[config.mk]
export PLATFORM = sky130hd
export DESIGN_NAME = param_microprocessor
export DESIGN_NICKNAME = d
export VERILOG_FILES = /design/src/rtl/pmp_pkg.sv /design/src/rtl/pmp_prog_mem.sv /design/src/rtl/param_microprocessor.sv
export SDC_FILE = /design/constraint.sdc
export NUM_CORES = 1
export LEC_CHECK = 0
export BUFFER_PORTS_ARGS = -buffer_cell sky130_fd_sc_hd__buf_2
export CORE_ASPECT_RATIO = 0.5
export CORE_MARGIN = 10
export CORE_UTILIZATION = 54
export CTS_CLUSTER_DIAMETER = 50
export DETAILED_ROUTE_END_ITERATION = 8
export PLACE_DENSITY = 0.75
export RECOVER_POWER = 100
export SLEW_MARGIN = 10
export SYNTH_ARGS = -nofsm -noshare
export SYNTH_HDL_FRONTEND = slang
export SYNTH_HIERARCHICAL = 1
export SYNTH_SLANG_ARGS = --single-unit
[constraint.sdc]
create_clock -name clk_i -period 2.4 [get_ports clk_i]
set_clock_uncertainty 0.2 [all_clocks]
set_input_delay 0.12 -clock clk_i [delete_from_list [all_inputs] [get_ports clk_i]]
set_output_delay 0.12 -clock clk_i [all_outputs]
set_load 0.01 [all_outputs]
[src/rtl/pmp_pkg.sv]
// Shared definitions for the parameterised accumulator microprocessor:
// opcode values, FSM state encoding and the instruction-width helper.
package pmp_pkg;

  typedef enum logic [1:0] {
    ST_HALT  = 2'd0,
    ST_FETCH = 2'd1,
    ST_EXEC  = 2'd2
  } state_e;

  localparam logic [2:0] OP_NOP  = 3'b000;
  localparam logic [2:0] OP_IN   = 3'b001;
  localparam logic [2:0] OP_OUT  = 3'b010;
  localparam logic [2:0] OP_DEC  = 3'b011;
  localparam logic [2:0] OP_JNZ  = 3'b100;
  localparam logic [2:0] OP_JZ   = 3'b101;
  localparam logic [2:0] OP_INC  = 3'b110;
  localparam logic [2:0] OP_HALT = 3'b111;

  // Instruction word is a 3-bit opcode followed by an AW-bit jump target.
  function automatic int pmp_iw(input int aw);
    return aw + 3;
  endfunction

endpackage

[src/rtl/pmp_prog_mem.sv]
// Program store: 2^AW words of IW bits, synchronous write, combinational read.
// Contents are deliberately not reset so a loaded program survives rst_ni.
module pmp_prog_mem #(
  parameter int AW = 4,
  parameter int IW = 7
) (
  input  logic          clk_i,
  input  logic          we_i,
  input  logic [AW-1:0] waddr_i,
  input  logic [IW-1:0] wdata_i,
  input  logic [AW-1:0] raddr_i,
  output logic [IW-1:0] rdata_o
);

  logic [IW-1:0] mem_q [2**AW];

  always_ff @(posedge clk_i) begin
    if (we_i) begin
      mem_q[waddr_i] <= wdata_i;
    end
  end

  assign rdata_o = mem_q[raddr_i];

endmodule

[src/rtl/param_microprocessor.sv]
// Accumulator microprocessor with HALT/FETCH/EXEC control and handshaked I/O.
// Define PMP_INC_EN to make opcode 110 an increment; otherwise it acts as NOP.
module param_microprocessor
  import pmp_pkg::*;
#(
  parameter int DW = 8,
  parameter int AW = 4,
  localparam int IW = pmp_iw(AW)
) (
  input  logic          clk_i,
  input  logic          rst_ni,
  input  logic          start_i,
  input  logic [DW-1:0] in_i,
  input  logic          in_valid_i,
  output logic          in_ready_o,
  output logic [DW-1:0] out_o,
  output logic          out_valid_o,
  output logic          halt_o,
  input  logic          prog_we_i,
  input  logic [AW-1:0] prog_addr_i,
  input  logic [IW-1:0] prog_data_i
);

  state_e        state_q, state_d;
  logic [AW-1:0] pc_q, pc_d;
  logic [DW-1:0] a_q, a_d;
  logic [IW-1:0] ir_q, ir_d;
  logic [DW-1:0] out_q, out_d;
  logic          out_valid_q, out_valid_d;

  logic [IW-1:0] mem_rdata;
  logic [2:0]    opcode;
  logic [AW-1:0] operand;
  logic          mem_we;

  assign opcode  = ir_q[IW-1:AW];
  assign operand = ir_q[AW-1:0];

  // Writes are only honoured while halted so a running program cannot be altered.
  assign mem_we = prog_we_i && (state_q == ST_HALT);

  pmp_prog_mem #(
    .AW(AW),
    .IW(IW)
  ) u_prog_mem (
    .clk_i  (clk_i),
    .we_i   (mem_we),
    .waddr_i(prog_addr_i),
    .wdata_i(prog_data_i),
    .raddr_i(pc_q),
    .rdata_o(mem_rdata)
  );

  assign in_ready_o  = (state_q == ST_EXEC) && (opcode == OP_IN);
  assign halt_o      = (state_q == ST_HALT);
  assign out_o       = out_q;
  assign out_valid_o = out_valid_q;

  always_ff @(posedge clk_i or negedge rst_ni) begin
    if (!rst_ni) begin
      state_q     <= ST_HALT;
      pc_q        <= '0;
      a_q         <= '0;
      ir_q        <= '0;
      out_q       <= '0;
      out_valid_q <= 1'b0;
    end else begin
      state_q     <= state_d;
      pc_q        <= pc_d;
      a_q         <= a_d;
      ir_q        <= ir_d;
      out_q       <= out_d;
      out_valid_q <= out_valid_d;
    end
  end

  always_comb begin
    state_d     = state_q;
    pc_d        = pc_q;
    a_d         = a_q;
    ir_d        = ir_q;
    out_d       = out_q;
    out_valid_d = 1'b0;
    case (state_q)
      ST_HALT: begin
        if (start_i) begin
          state_d = ST_FETCH;
          pc_d    = '0;
        end
      end
      ST_FETCH: begin
        ir_d    = mem_rdata;
        pc_d    = pc_q + AW'(1);
        state_d = ST_EXEC;
      end
      ST_EXEC: begin
        state_d = ST_FETCH;
        // Jumps overwrite the PC that FETCH already advanced.
        case (opcode)
          OP_IN: begin
            if (in_valid_i) begin
              a_d = in_i;
            end else begin
              state_d = ST_EXEC;
            end
          end
          OP_OUT: begin
            out_d       = a_q;
            out_valid_d = 1'b1;
          end
          OP_DEC: a_d = a_q - DW'(1);
          OP_JNZ: begin
            if (a_q != '0) pc_d = operand;
          end
          OP_JZ: begin
            if (a_q == '0) pc_d = operand;
          end
`ifdef PMP_INC_EN
          OP_INC: a_d = a_q + DW'(1);
`else
`endif
          OP_HALT: state_d = ST_HALT;
          default: ;
        endcase
      end
      default: state_d = ST_HALT;
    endcase
  end

endmodule

# Word-level counts from Yosys, hierarchy flattened
# Memories as Yosys holds them, arrays and structs flattened. A register that Yosys moved wholly into a read port is not among the register bits.
# Cells that the tools add are included.
dict set report totals {
  ff_bits 23
  ram_bits 112
  in_bits 24
  out_inout_bits 11
  wordCells 47
  memories 1
}
# name words word_bits read_ports rd_clocked_by_memory_dff write_ports line_no
set memory_table {}
lappend memory_table {u_prog_mem.mem_q 16 7 1 1 1 pmp_prog_mem.sv:15} ;# logic [IW-1:0] mem_q [2**AW];
dict set report classes {
  add_sub_neg 2
  eq_ne 13
  muxes 15
  reduce_logical 11
}
# operator n
set ops {}
lappend ops {{case mux 8 bit (2 select lines)} 1}
lappend ops {{2-to-1 mux 4 bit} 3}
lappend ops {{case mux 4 bit (3 select lines)} 1}
lappend ops {{equality test 3 bit, second input constant} 3}
lappend ops {{logical NOT 8 bit} 1}
lappend ops {{2-to-1 mux 8 bit} 1}
lappend ops {{case mux 4 bit (2 select lines)} 1}
lappend ops {{nonzero test 8 bit} 1}
lappend ops {{subtractor 8 x 1 -> 8 bit, second input constant} 1}
lappend ops {{equality test 3 x 2 -> 1 bit, second input constant} 2}
lappend ops {{inequality test 3 bit, second input constant} 2}
lappend ops {{case mux 2 bit (3 select lines)} 1}
lappend ops {{AND reduction 5 bit} 1}
lappend ops {{adder 4 x 1 -> 4 bit, second input constant} 1}
lappend ops {{2-to-1 mux 1 bit} 4}
lappend ops {{2-to-1 mux 2 bit} 2}
lappend ops {{inequality test 2 bit, second input constant} 2}
lappend ops {{case mux 2 bit (2 select lines)} 1}
lappend ops {{equality test 3 x 1 -> 1 bit, second input constant} 1}
lappend ops {{inequality test 3 x 1 -> 1 bit, second input constant} 1}
lappend ops {{AND reduction 3 bit} 1}
lappend ops {{nonzero test 3 bit} 1}
lappend ops {{equality test 2 x 1 -> 1 bit, second input constant} 1}
lappend ops {{equality test 2 bit, second input constant} 1}
lappend ops {{other kinds (5)} 6}

# Depth between registers and ports, before layout
dict set report depth {
  depth_word 4
  ltp_mapped 8
  ltp_nobuf 7
}

# By module
# The synthesis kept the hierarchy.
# mod n_inst cells_per_inst area_each_um2 seq_area_each_um2
set by_module_without_submodules {}
lappend by_module_without_submodules {pmp_prog_mem 1 196 4390.5 3363.2}
lappend by_module_without_submodules {param_microprocessor 1 153 1572.8 750.7}

# Least setup slack after synthesis
# OpenSTA, ideal clock, no wires.
dict set report synth_path {
  kind {flip-flop to flip-flop}
  start {register state_q[0]}
  end {memory u_prog_mem.mem_q[0][0], enable pin}
  setup_ns 0.380
  t_arrival_ns 1.966
  t_required_ns 1.820
  slack_ns -0.146
  path_stages_with_launch 6
  path_buffers 0
  period_less_slack_ns 2.546
  cell_sequence {dfrtp_1 inv_1 ha_1 and2_1 or3b_2 nor3_1}
}
dict set report synth_via {
  elab_chain_cells 4
}
# item line_no
set synth_lines {}
lappend synth_lines {{from (decl)} param_microprocessor.sv:24} ;# state_e state_q, state_d;
lappend synth_lines {{from (signal assigned)} param_microprocessor.sv:68} ;# state_q <= state_d;
lappend synth_lines {{logical NOT 2 bit} n/a}
lappend synth_lines {{via halt_o} param_microprocessor.sv:18} ;# output logic halt_o,
lappend synth_lines {{logical AND 1 bit} param_microprocessor.sv:40} ;# assign mem_we = prog_we_i && (state_q == ST_HALT);
lappend synth_lines {{via mem_we} param_microprocessor.sv:34} ;# logic mem_we;
lappend synth_lines {{2-to-1 mux 1 bit} pmp_prog_mem.sv:18} ;# if (we_i) begin
lappend synth_lines {{2-to-1 mux 1 bit (implied by the code)} pmp_prog_mem.sv:19} ;# mem_q[waddr_i] <= wdata_i;
lappend synth_lines {{to (decl)} pmp_prog_mem.sv:15}
# The timed path passes the listed nets, and every way through them passes these cells.

==> results.md <==
- Vias in the first global route: between 3,000 and 4,000
- Run status: finished with violations
- RSZ-0062 raised after global routing: false
- DRC: 0
- M1 WL: around 5500 um
- Largest family of logic cells by synthesized area: multiplexers
- Share of layout cells above drive strength 1: between 20 and 25%
- Die area: roughly 0.016 mm^2
- Max_slew headroom: -10.6%
- All-Layer GR Usage: approximately 17%
- Non-filler cells, final: about 580
- Die Wd: ~170 um
- Highest signal layer in the routed design: met4
- Setup TNS: 0 ns
- Metal3 WL: just under 900 um
- CTS tree: yes
- Drt initial violations: slightly below 500
- FF-to-FF setup slack: between 0.09 and 0.1 ns
- Clk slew on worst S/H paths: ~0.060 ns
- CP startpoint kind: register
- Sink Count: around 140
- Endpoint of the worst register-to-register path: ir_q[0]
- Core area: about 0.010 mm^2
- Clock buffer count from CTS: 17
- Worst reg-to-reg path cell count: 5
- Tcrit/Tclk final: 96.2%
- Top FF cell, synth: edfxtp_1
- Final critical-path required period: between 2 and 2.5 ns
- Fin. Hold Viols: 0
- Largest area contributor in the netlist: edfxtp_1
- Synth area leaders: edfxtp_1 56%, dfrtp_1 13%, mux4_1 7.5%
- Gate Count Post-Synth: 349
- Largest net degree at the start of global routing: 32
- Fmax: approximately 430 MHz
- Total grt overflow: 0
- Post-Synth Adder-Cell Area: roughly 1.5%
- FF+latch count, synth: between 100 and 150
- Final hold slack: roughly 0.085 ns
- Worst path slowest cell: mux4_1
- Cell Pwr Density: approximately 1000 mW/mm^2
- # diodes: 0
- # rows: 26
- Worst hold path startpoint: prog_addr_i[0]
- Min-Delay Path Class: in -> reg
- Synth Area in Compound Gates: 5.58%
- WL/cell: ~22 um
- CTS Root Cell: clkbuf_16
- Failing checks: max-capacitance violations, max-slew violations
- Max Cap Viol: 1
- Final core occ: 67.4%
- Simple-Gate Fraction of Synth Area: around 7%
- Initial Utilization: 56.9%
- # port buffers: 34
- Clk buf depth: 2
- Critical path type: reg -> reg
- Yosys warning count: 6
- CP Data Required Time: 2.50 ns
- Placed cell count: 532
- Design area: about 0.007 mm^2
- Drt total wl: 12,800 um
- Vias per cell: 6.02
- Post-Synthesis Cell Area: about 0.006 mm^2
- Peak VDD IR: roughly 0.57 mV
- Area after DPL: about 0.0064 mm^2
- Most frequent cell after synthesis: edfxtp_1
- Top cell type's share of synthesized area: between 50% and 60%
- CP endpoint kind: register
- Met2 routed WL: 6290 um
- Slew of the pin with the lowest slew margin: roughly 1.7 ns
- Crit-path max cell delay: between 0.6 and 0.7 ns
- Syn nets: 380
- Worst r2r src: pc_q[0]
- Post-synth top cells: 112 x edfxtp_1, 30 x dfrtp_1, 23 x nor2_1
- Crit-path cells: buf_6 > mux4_1 > a22oi_1 > nand2_1 > mux2_2
- Mux contribution to synthesized area: 14.8%
- Ports: 35
- Worst path arrival time: roughly 2.4 ns
- Post-synth EDFFs: approximately 110
- Post-DP HPWL: just over 8000 um
- End of the worst hold path: u_prog_mem/mem_q[0][1]
- Initial antenna violation count: 0
- Worst-Skew Late Latency: roughly 0.4 ns
- Average cell area after synthesis: approximately 17 um^2
- Setup violators final: 0
- Chip Height: ~94 um
- H-tree depth: 4
- Register area share after synthesis: slightly below 70%
- Pins Over Slew Limit: 31
- First-pass GRT wire length: a little over 20,000 um
- Via count: 3,497
- Static Leak: between 2 and 2.5 nW
- Area grow syn2layout: 18.4%
- Post-synth ARST share: between 20% and 30%
- Crit path max fanout: 27
- Global placement routability congestion: between 0.8 and 0.9
- Post-route ant nets: 0
- Hold Path Depth: 3
- 1st-pass router iterations: 5
- Nets: 460
- Synth Area in XOR/XNOR: less than 1%
- Synth cell types: 44
==> cells by family after synthesis <==
kind of cell	after synthesis
multiplexers	45
AO/OA/AOI/OAI	51
XOR/XNOR	1
AND/OR/NAND/NOR	82
adder cells (fa/ha/maj)	7
buffers and inverters	21
flip-flops	142
==> worst max path at each step <==
stage,from,cells after the start,slack [ns],end
after global placement,state_q[0],6,0.13,u_prog_mem/mem_q[0][4]
after global routing,a_q[1],7,0.005,pc_q[2]
final,pc_q[0],5,0.09,ir_q[0]
after detailed placement,state_q[0],6,-0.02,u_prog_mem/mem_q[0][0]
after floorplan,state_q[0],5,0.06,u_prog_mem/mem_q[3][0]
after CTS,state_q[0],6,0.03,u_prog_mem/mem_q[0][0]
==> sequential cells by signal, indices dropped and copies added, names as in the netlist <==
register,cells
a_q,8
ir_q,7
out_o,8
out_valid_o,1
pc_q,4
state_q,2
u_prog_mem/mem_q,112
==> area by class of cell <==
cell class	count	area (um^2)
Fill cell	686	3420
Timing Repair Buffer	76	479
Clock buffer	18	429
Sequential cell	142	4120
Tap cell	140	175
Multi-Input combinational cell	186	1740
Inverter	6	22.5
Clock inverter	13	97.6
==> metrics by stage <==
stage	total power [W]	worst slack, ns
floorplan	0.00434	0.0621
global placement	0.00483	0.129
detailed placement	0.00492	-0.0222
CTS	0.00731	0.0302
global route	0.00758	0.00495
finish	0.00725	0.0924
==> worst max-delay path, delay by kind of cell, from the launching register on <==
| family | cells | cell delay, ns |
|---|---|---|
| and+or+nand+nor | 1 | 0.10 |
| AOI/OAI and AO/OA | 1 | 0.36 |
| muxes | 2 | 0.87 |
| DFF | 1 | 0.34 |
| buffers and inverters | 1 | 0.30 |
==> per-layer routing <==
| layer | vias to the layer above | track usage (%) |
|---|---|---|
| met3 | 13 | 5.18 |
| met2 | 162 | 27.0 |
| li1 | 1556 | - |
| met5 | - | 0 |
| met4 | 0 | 6.27 |
| met1 | 1766 | 20.8 |
==> layout by cell type (no fill, tap or decap), types with 2 or more instances in the layout <==
cell,instances
a22o_1,2
nand2_1,20
dfrtp_1,28
mux4_1,17
clkbuf_1,21
nor2b_1,3
clkinv_1,5
o21ai_0,19
mux2i_1,2
a21oi_1,6
clkbuf_16,17
mux4_2,11
mux2_2,15
clkbuf_2,12
nor3_1,9
nor3b_1,2
a22oi_1,16
dlygate4sd3_1,18
inv_6,2
clkinv_2,3
buf_4,5
inv_2,2
nand3_1,3
nand2b_1,2
edfxtp_1,112
nor2_1,23
dfrtp_2,2
nand3b_1,6
buf_2,19
nor4_1,2
inv_1,4
o21ai_1,2
ha_1,7
==> power by group <==
part | total (W) | switching [W] | internal (W)
logic | 0.00174 | 0.000952 | 0.000787
registers | 0.00316 | 0.000245 | 0.00291
clock network | 0.00235 | 0.000949 | 0.00140
==> repair_timing <==
| action | CTS | global route |
|---|---|---|
| resized for setup | 2 | 6 |
| hold buffers | 18 | 0 |
| setup endpoints to repair | 7 | 24 |
| hold endpoints to repair | 152 | 0 |
| pin swaps | 0 | 1 |
| setup buffers | 0 | 0 |
Power figures use the tool's default switching activity.
